$ cat config.mk
export PLATFORM = sky130hd
export DESIGN_NAME = beta_operand_stage_flat
export DESIGN_NICKNAME = d
export VERILOG_FILES = /design/src/rtl/beta_pkg.sv /design/src/rtl/beta_operand_stage_if.sv /design/src/rtl/beta_regfile.sv /design/src/rtl/beta_operand_stage.sv /design/src/flat_wrapper.sv
export SDC_FILE = /design/constraint.sdc
export NUM_CORES = 2
export LEC_CHECK = 0
export ABC_AREA = 0
export CORE_ASPECT_RATIO = 0.7
export CORE_MARGIN = 2
export CORE_UTILIZATION = 35
export DETAILED_ROUTE_END_ITERATION = 6
export PLACE_DENSITY_LB_ADDON = 0.15
export SYNTH_ARGS = -nofsm -noshare
export SYNTH_HDL_FRONTEND = slang
export SYNTH_SLANG_ARGS = --single-unit
$ cat constraint.sdc
create_clock -name clk -period 4.87 [get_ports clk]
set_input_delay 0.487 -clock clk [delete_from_list [all_inputs] [get_ports clk]]
set_output_delay 0.487 -clock clk [all_outputs]
set_load 0.02 [all_outputs]
$ cat src/rtl/beta_pkg.sv
`default_nettype none
// ============================================================================
// Module      : beta_pkg
// Description : Opcode, ALU function and instruction-field definitions shared
//               by the Beta operand-fetch stage.
// Revision    : 1.0 - initial release
// ============================================================================
package beta_pkg;

    localparam int unsigned c_xlen    = 32;
    localparam int unsigned c_ragw    = 5;

    // Instruction field positions
    localparam int unsigned c_opc_lsb = 26;
    localparam int unsigned c_rc_lsb  = 21;
    localparam int unsigned c_ra_lsb  = 16;
    localparam int unsigned c_rb_lsb  = 11;
    localparam int unsigned c_lit_w   = 16;

    // Opcode classes: register-register and register-literal
    localparam logic [5:0] c_op_base  = 6'h20;
    localparam logic [5:0] c_opc_base = 6'h30;

    // Per-operation offset k within a class
    localparam logic [3:0] c_k_add   = 4'h0;
    localparam logic [3:0] c_k_sub   = 4'h1;
    localparam logic [3:0] c_k_mul   = 4'h2;
    localparam logic [3:0] c_k_cmpeq = 4'h4;
    localparam logic [3:0] c_k_cmplt = 4'h5;
    localparam logic [3:0] c_k_cmple = 4'h6;
    localparam logic [3:0] c_k_and   = 4'h8;
    localparam logic [3:0] c_k_or    = 4'h9;
    localparam logic [3:0] c_k_xor   = 4'hA;
    localparam logic [3:0] c_k_xnor  = 4'hB;
    localparam logic [3:0] c_k_shl   = 4'hC;
    localparam logic [3:0] c_k_shr   = 4'hD;
    localparam logic [3:0] c_k_sra   = 4'hE;

    // ALU function codes
    localparam logic [3:0] c_alu_add   = 4'b0000;
    localparam logic [3:0] c_alu_sub   = 4'b0001;
    localparam logic [3:0] c_alu_mul   = 4'b0010;
    localparam logic [3:0] c_alu_cmpeq = 4'b0100;
    localparam logic [3:0] c_alu_cmplt = 4'b0101;
    localparam logic [3:0] c_alu_cmple = 4'b0110;
    localparam logic [3:0] c_alu_and   = 4'b1000;
    localparam logic [3:0] c_alu_or    = 4'b1001;
    localparam logic [3:0] c_alu_xor   = 4'b1010;
    localparam logic [3:0] c_alu_xnor  = 4'b1011;
    localparam logic [3:0] c_alu_shl   = 4'b1100;
    localparam logic [3:0] c_alu_shr   = 4'b1101;
    localparam logic [3:0] c_alu_sra   = 4'b1110;

    typedef struct packed {
        logic [3:0]        fn;
        logic [c_xlen-1:0] a;
        logic [c_xlen-1:0] b;
        logic [c_ragw-1:0] rc;
        logic              illegal;
    } bundle_t;

    typedef struct packed {
        logic       legal;
        logic [3:0] fn;
    } fn_dec_t;

    function automatic fn_dec_t f_decode_k(input logic [3:0] k);
        fn_dec_t d;
        d.legal = 1'b1;
        d.fn    = c_alu_add;
        case (k)
            c_k_add:   d.fn = c_alu_add;
            c_k_sub:   d.fn = c_alu_sub;
            c_k_mul:   d.fn = c_alu_mul;
            c_k_cmpeq: d.fn = c_alu_cmpeq;
            c_k_cmplt: d.fn = c_alu_cmplt;
            c_k_cmple: d.fn = c_alu_cmple;
            c_k_and:   d.fn = c_alu_and;
            c_k_or:    d.fn = c_alu_or;
            c_k_xor:   d.fn = c_alu_xor;
            c_k_xnor:  d.fn = c_alu_xnor;
            c_k_shl:   d.fn = c_alu_shl;
            c_k_shr:   d.fn = c_alu_shr;
            c_k_sra:   d.fn = c_alu_sra;
            default:   d.legal = 1'b0;
        endcase
        return d;
    endfunction

endpackage
`default_nettype wire

$ cat src/rtl/beta_operand_stage_if.sv
`default_nettype none
// ============================================================================
// Module      : beta_operand_stage_if
// Description : Fetch-side, ALU-side and writeback signals of the Beta
//               operand-fetch stage.
// Revision    : 1.0 - initial release
// ============================================================================
interface beta_operand_stage_if;
    import beta_pkg::*;

    logic              in_valid;
    logic              in_ready;
    logic [31:0]       in_instr;
    logic              out_valid;
    logic              out_ready;
    logic [3:0]        alu_fn;
    logic [c_xlen-1:0] alu_a;
    logic [c_xlen-1:0] alu_b;
    logic [4:0]        out_rc;
    logic              out_illegal;
    logic              wb_en;
    logic [4:0]        wb_addr;
    logic [c_xlen-1:0] wb_data;

    modport master (
        output in_valid, in_instr, out_ready, wb_en, wb_addr, wb_data,
        input  in_ready, out_valid, alu_fn, alu_a, alu_b, out_rc, out_illegal
    );

    modport slave (
        input  in_valid, in_instr, out_ready, wb_en, wb_addr, wb_data,
        output in_ready, out_valid, alu_fn, alu_a, alu_b, out_rc, out_illegal
    );

endinterface
`default_nettype wire

$ cat src/rtl/beta_regfile.sv
`default_nettype none
// ============================================================================
// Module      : beta_regfile
// Description : 2-read/1-write register file; top register reads as zero,
//               same-cycle write is forwarded to both read ports.
// Revision    : 1.0 - initial release
// ============================================================================
module beta_regfile
    import beta_pkg::*;
#(
    parameter int NREGS = 32
) (
    input  logic              clk,
    input  logic              rst,
    input  logic              i_we,
    input  logic [4:0]        i_waddr,
    input  logic [c_xlen-1:0] i_wdata,
    input  logic [4:0]        i_raddr_a,
    input  logic [4:0]        i_raddr_b,
    output logic [c_xlen-1:0] o_rdata_a,
    output logic [c_xlen-1:0] o_rdata_b
);

    localparam logic [4:0] c_zero_reg = 5'(NREGS - 1);

    logic [c_xlen-1:0] r_regs [NREGS];
    logic              w_wr;

    assign w_wr = i_we && (i_waddr != c_zero_reg);

    always_ff @(posedge clk) begin
        if (rst) begin
            for (int i = 0; i < NREGS; i++) begin
                r_regs[i] <= '0;
            end
        end else if (w_wr) begin
            r_regs[i_waddr] <= i_wdata;
        end
    end

    always_comb begin
        o_rdata_a = r_regs[i_raddr_a];
        if (i_raddr_a == c_zero_reg) begin
            o_rdata_a = '0;
        end else if (w_wr && (i_waddr == i_raddr_a)) begin
            o_rdata_a = i_wdata;
        end
    end

    always_comb begin
        o_rdata_b = r_regs[i_raddr_b];
        if (i_raddr_b == c_zero_reg) begin
            o_rdata_b = '0;
        end else if (w_wr && (i_waddr == i_raddr_b)) begin
            o_rdata_b = i_wdata;
        end
    end

endmodule
`default_nettype wire

$ cat src/rtl/beta_operand_stage.sv
`default_nettype none
// ============================================================================
// Module      : beta_operand_stage
// Description : Beta decode/operand-fetch stage with busy-bit hazard
//               scoreboard and a registered bundle toward the ALU.
// Revision    : 1.0 - initial release
// ============================================================================
module beta_operand_stage
    import beta_pkg::*;
#(
    parameter int NREGS = 32
) (
    input  logic                clk,
    input  logic                rst,
    beta_operand_stage_if.slave bus
);

    localparam logic [4:0] c_zero_reg = 5'(NREGS - 1);

    logic [5:0]        w_opcode;
    logic [3:0]        w_k;
    logic [4:0]        w_rc;
    logic [4:0]        w_ra;
    logic [4:0]        w_rb;
    logic [15:0]       w_lit;
    logic              w_is_op;
    logic              w_is_opc;
    fn_dec_t           w_dec;
    logic              w_legal;
    logic [c_xlen-1:0] w_rdata_a;
    logic [c_xlen-1:0] w_rdata_b;
    logic [NREGS-1:0]  w_clr;
    logic [NREGS-1:0]  w_set;
    logic [NREGS-1:0]  w_busy_eff;
    logic              w_hazard;
    logic              w_in_ready;
    logic              w_accept;
    bundle_t           w_bundle;

    logic [NREGS-1:0]  r_busy;
    logic              r_out_valid;
    bundle_t           r_out;

    assign w_opcode = bus.in_instr[c_opc_lsb +: 6];
    assign w_k      = w_opcode[3:0];
    assign w_rc     = bus.in_instr[c_rc_lsb +: 5];
    assign w_ra     = bus.in_instr[c_ra_lsb +: 5];
    assign w_rb     = bus.in_instr[c_rb_lsb +: 5];
    assign w_lit    = bus.in_instr[c_lit_w-1:0];

    assign w_is_op  = (w_opcode[5:4] == c_op_base[5:4]);
    assign w_is_opc = (w_opcode[5:4] == c_opc_base[5:4]);
    assign w_dec    = f_decode_k(w_k);
    assign w_legal  = (w_is_op || w_is_opc) && w_dec.legal;

    beta_regfile #(
        .NREGS(NREGS)
    ) u_regfile (
        .clk       (clk),
        .rst       (rst),
        .i_we      (bus.wb_en),
        .i_waddr   (bus.wb_addr),
        .i_wdata   (bus.wb_data),
        .i_raddr_a (w_ra),
        .i_raddr_b (w_rb),
        .o_rdata_a (w_rdata_a),
        .o_rdata_b (w_rdata_b)
    );

    // A writeback landing this cycle already releases its register.
    always_comb begin
        w_clr = '0;
        if (bus.wb_en) begin
            w_clr[bus.wb_addr] = 1'b1;
        end
    end

    assign w_busy_eff = r_busy & ~w_clr;

    assign w_hazard = w_legal &&
                      (w_busy_eff[w_ra] ||
                       (w_is_op && w_busy_eff[w_rb]) ||
                       w_busy_eff[w_rc]);

    assign w_in_ready = !w_hazard && (!r_out_valid || bus.out_ready);
    assign w_accept   = bus.in_valid && w_in_ready;

    always_comb begin
        w_set = '0;
        if (w_accept && w_legal && (w_rc != c_zero_reg)) begin
            w_set[w_rc] = 1'b1;
        end
    end

    always_comb begin
        w_bundle.fn      = w_legal ? w_dec.fn : c_alu_add;
        w_bundle.a       = w_rdata_a;
        w_bundle.b       = w_is_opc ? {{(c_xlen-16){w_lit[15]}}, w_lit} : w_rdata_b;
        w_bundle.rc      = w_rc;
        w_bundle.illegal = !w_legal;
    end

    // Set is OR-ed after the clear so a same-index set wins.
    always_ff @(posedge clk) begin
        if (rst) begin
            r_busy <= '0;
        end else begin
            r_busy             <= (r_busy & ~w_clr) | w_set;
            r_busy[c_zero_reg] <= 1'b0;
        end
    end

    always_ff @(posedge clk) begin
        if (rst) begin
            r_out_valid <= 1'b0;
            r_out       <= '0;
        end else if (w_accept) begin
            r_out_valid <= 1'b1;
            r_out       <= w_bundle;
        end else if (bus.out_ready) begin
            r_out_valid <= 1'b0;
        end
    end

    assign bus.in_ready    = w_in_ready;
    assign bus.out_valid   = r_out_valid;
    assign bus.alu_fn      = r_out.fn;
    assign bus.alu_a       = r_out.a;
    assign bus.alu_b       = r_out.b;
    assign bus.out_rc      = r_out.rc;
    assign bus.out_illegal = r_out.illegal;

endmodule
`default_nettype wire

$ cat src/flat_wrapper.sv
// flat-port wrapper written by rule: the top's interface ports become plain ports
module beta_operand_stage_flat import beta_pkg::*;
#(
    parameter int NREGS = 32
)
  (clk, rst, bus_in_valid, bus_in_instr, bus_out_ready, bus_wb_en, bus_wb_addr, bus_wb_data, bus_in_ready, bus_out_valid, bus_alu_fn, bus_alu_a, bus_alu_b, bus_out_rc, bus_out_illegal);
  beta_operand_stage_if bus_i ();
  input  logic clk;
  input  logic rst;
  input wire logic [$bits(bus_i.in_valid)-1:0] bus_in_valid;
  input wire logic [$bits(bus_i.in_instr)-1:0] bus_in_instr;
  input wire logic [$bits(bus_i.out_ready)-1:0] bus_out_ready;
  input wire logic [$bits(bus_i.wb_en)-1:0] bus_wb_en;
  input wire logic [$bits(bus_i.wb_addr)-1:0] bus_wb_addr;
  input wire logic [$bits(bus_i.wb_data)-1:0] bus_wb_data;
  output wire logic [$bits(bus_i.in_ready)-1:0] bus_in_ready;
  output wire logic [$bits(bus_i.out_valid)-1:0] bus_out_valid;
  output wire logic [$bits(bus_i.alu_fn)-1:0] bus_alu_fn;
  output wire logic [$bits(bus_i.alu_a)-1:0] bus_alu_a;
  output wire logic [$bits(bus_i.alu_b)-1:0] bus_alu_b;
  output wire logic [$bits(bus_i.out_rc)-1:0] bus_out_rc;
  output wire logic [$bits(bus_i.out_illegal)-1:0] bus_out_illegal;
  assign bus_i.in_valid = bus_in_valid;
  assign bus_i.in_instr = bus_in_instr;
  assign bus_i.out_ready = bus_out_ready;
  assign bus_i.wb_en = bus_wb_en;
  assign bus_i.wb_addr = bus_wb_addr;
  assign bus_i.wb_data = bus_wb_data;
  assign bus_in_ready = bus_i.in_ready;
  assign bus_out_valid = bus_i.out_valid;
  assign bus_alu_fn = bus_i.alu_fn;
  assign bus_alu_a = bus_i.alu_a;
  assign bus_alu_b = bus_i.alu_b;
  assign bus_out_rc = bus_i.out_rc;
  assign bus_out_illegal = bus_i.out_illegal;
  beta_operand_stage #(.NREGS(NREGS)) u_core (.clk(clk), .rst(rst), .bus(bus_i));
endmodule
==> flow_metrics.tcl <==
set metrics [dict create \
    grt_max_degree 111 \
    dieArea_mm2 0.1775 \
    io_buffer_count 149 \
    worstSetupPathType "input pin to primary output" \
    cts-htree-levels 4 \
    hold_viol_final 0 \
    core_area_mm2 0.1734 \
    die_width_um 502.7 \
    ios 150 \
    synth_warnings 0 \
    vias 39990 \
    crit_path_max_fanout 15 \
    netlist_instances 4035 \
    end_kind "primary output" \
    seqPwrFrac_pct 45.6 \
    tns_ps 0 \
    fmax_mhz 228.0 \
    wire_per_inst_um 38.32 \
    power_leakage_uw 0.02324 \
    p_total_uw 25020 \
    cap_violations 0 \
    setup_viol 0 \
    grt.overflow.total 0 \
    synth.largest_area_cell "edfxtp_1" \
    postRouteWirelength_um 250900 \
    drc 0 \
    synth_flop_cell "edfxtp_1" \
    rsz0062_at_grt "false" \
    synth-async-reset-ratio_pct 0 \
    path_clk_slew_ps 60 \
    synth_seq_area_share_pct 53.95 \
    crit_path_start "bus_wb_addr[2]" \
    ff2ff_path_depth 8 \
    fin_ws_ps 484.8 \
    start_util_pct 35.13 \
    worst_hold_slack_ps 212.7 \
    cts_resized 0 \
    required_ps 4380 \
    min_from "rst" \
    antenna_found_initial 48 \
    synth_cell_type_count 76 \
    pwr-share-clk_pct 39.5 \
    root_buffer "clkbuf_16" \
    worstMarginPinSlew_ps 1380 \
    clockBufferDepth 3 \
    nFillCells 15710 \
    grt_pass1_wl_um 341400 \
    postCtsHoldBufs 0 \
    power_density_mw_per_mm2 355.6 \
    p_sw_share_pct 26.79 \
    antenna_left 0 \
    final_cell_mix "edfxtp_1, and2_1, mux4_2" \
    hp-class "input pin to flip-flop" \
    post-place-ws_ps 604.7 \
    nNetsFinal 4170 \
    post_cts_buffers 0 \
    layout_commonest_cell "edfxtp_1" \
    chipHeight_um 353.1 \
    cts_sinks 1130 \
    gp_congestion 0.9089 \
    start_kind "input pin" \
    area_delta_synth_final_pct 15.46 \
    min_period_over_period_pct 90.05 \
    ir_worst_vdd_mv 0.2943 \
    worstPathArrival_ps 3900 \
    ys_ff_latch 1130 \
    worstReg2RegStart "u_core.r_busy[24]$_SDFF_PP0_" \
    core.rowCount 128 \
    slew_violations 0 \
    yosys.area.top_type_share_pct 50.47 \
    avgSynthCellArea_um2 15.10 \
    cts_tree "done" \
    grt_pass1_vias 38440 \
    final_util_pct 40.56 \
    grt_usage_pct 28.12 \
    synth-edff-count 1024 \
    fin_skew_ps 34.36 \
    cts_buffers 131 \
    dpl.hpwl_um 147400 \
    pwr-share-comb_pct 14.8 \
    max_slew_margin_pct 7.681 \
    intPower_uw 18310 \
    drive_above_1_share_pct 28.30 \
    first_pass_iters 5 \
    p_switching_uw 6703 \
    drt_iter0_drc 6585 \
    yosys-top-cells-area "edfxtp_1, mux4_2, and2_1" \
    hold_depth 2 \
    clk-insertion-delay-late_ps 800 \
    layout_min_cycle_time_ps 4385 \
    syn_area_mm2 0.06093 \
    viasPerCell 6.109 \
    status "finished clean" \
]
[synthesized netlist by cell type, types with 4 or more instances]
| master | count |
|---|---|
| a21oi_1 | 25 |
| o21ai_0 | 54 |
| buf_1 | 24 |
| clkbuf_1 | 321 |
| o211ai_1 | 13 |
| mux2_2 | 40 |
| o22ai_1 | 50 |
| buf_6 | 16 |
| o2111ai_1 | 10 |
| nand3_1 | 28 |
| o31ai_1 | 7 |
| buf_2 | 69 |
| or2_1 | 5 |
| nand4_1 | 12 |
| clkinv_1 | 5 |
| nor2b_1 | 36 |
| nor2_1 | 66 |
| dfxtp_1 | 106 |
| buf_4 | 14 |
| o32ai_1 | 6 |
| nand3b_1 | 6 |
| edfxtp_1 | 1024 |
| inv_2 | 4 |
| a221o_1 | 40 |
| xor2_1 | 6 |
| xnor2_1 | 5 |
| nand2b_1 | 17 |
| or3_1 | 6 |
| a211oi_1 | 71 |
| mux4_2 | 620 |
| a22oi_1 | 19 |
| mux2i_1 | 44 |
| nor3_1 | 12 |
| a211oi_2 | 61 |
| nand2_1 | 42 |
| inv_1 | 72 |
| o21ai_1 | 21 |
| and3_1 | 5 |
| and2_1 | 994 |
| a32oi_1 | 4 |
[layout make-up]
type / count / area, um2 / area share (%)
diodes: 18 / 45.04 / 0.06403
clock buffers: 166 / 3545 / 5.039
clock inverters: 59 / 573.1 / 0.8146
inverters: 81 / 310.3 / 0.4411
multi-input cells: 2411 / 26570 / 37.78
flip-flops and latches: 1130 / 32870 / 46.73
well taps: 2340 / 2928 / 4.162
repair buffers: 341 / 3500 / 4.975
[per-layer routing]
| layer | part of all wire (%) | track usage (%) | up-vias | routed length [um] |
|---|---|---|---|---|
| li1 | - | - | 15800 | - |
| met5 | 0.037 | 0 | - | 92 |
| met1 | 43 | 42.22 | 21420 | 108400 |
| met3 | 12 | 7.978 | 316 | 29640 |
| met4 | 2.3 | 7.223 | 12 | 5871 |
| met2 | 43 | 39.74 | 2444 | 106800 |
[worst max-delay path: stages]
cell             delay [ps]
clkdlybuf4s50_1         610
buf_4                   280
nand4b_1                320
o21ai_1                 350
and4_1                  230
o21ai_1                  70
a31oi_1                 360
o2111ai_4               190
and2_1                  230
nor2b_1                 140
clkdlybuf4s50_1         620
[power by group through the flow]
stage                     Clock (uW)  Combinational (uW)  Sequential, uW
after floorplan                    0                2000           11600
after global placement             0                3640           11600
after detailed placement           0                3640           11600
after CTS                      10000                3640           11400
after global routing           10400                3810           11500
final                           9890                3710           11400
[sequential cells by signal, summed over array words and instances (netlist names)]
signal	count
u_core.bus.alu_fn	4
u_core.bus.alu_a	32
u_core.u_regfile.r_regs	1024
u_core.r_busy	31
u_core.bus.out_rc	5
u_core.bus.out_valid	1
u_core.bus.alu_b	32
u_core.bus.out_illegal	1
[kinds of logic (layout without fill, tap and decap cells)]
family | count (synthesis) | count (layout) | share of synthesized area (%)
AO/OA/AOI/OAI | 407 | 407 | 5.278
XOR/XNOR | 11 | 11 | 0.1581
buffers and inverters | 525 | 647 | 3.660
flip-flops | 1130 | 1130 | 53.95
multiplexers | 705 | 705 | 24.40
other | 1 | 50 | 0.006155
AND/OR/NAND/NOR | 1256 | 1256 | 12.55
[final timing paths]
check / end / slack (ps)
max: bus_in_ready / 480
min: u_core.bus.alu_a[2]$_SDFFE_PP0P_ / 210
max reg2reg: u_core.r_busy[16]$_SDFF_PP0_ / 1810
min reg2reg: u_core.bus.alu_b[0]$_SDFFE_PP0P_ / 460
[through the flow]
stage                     instance area (um2)  std cells
after floorplan                         61040       4066
after global placement                  66180       6303
after detailed placement                66180       6303
after CTS                               70300       6528
after global routing                    70310       6531
final                                   70350       6546
No activity file was read; power rests on OpenSTA's default activity.
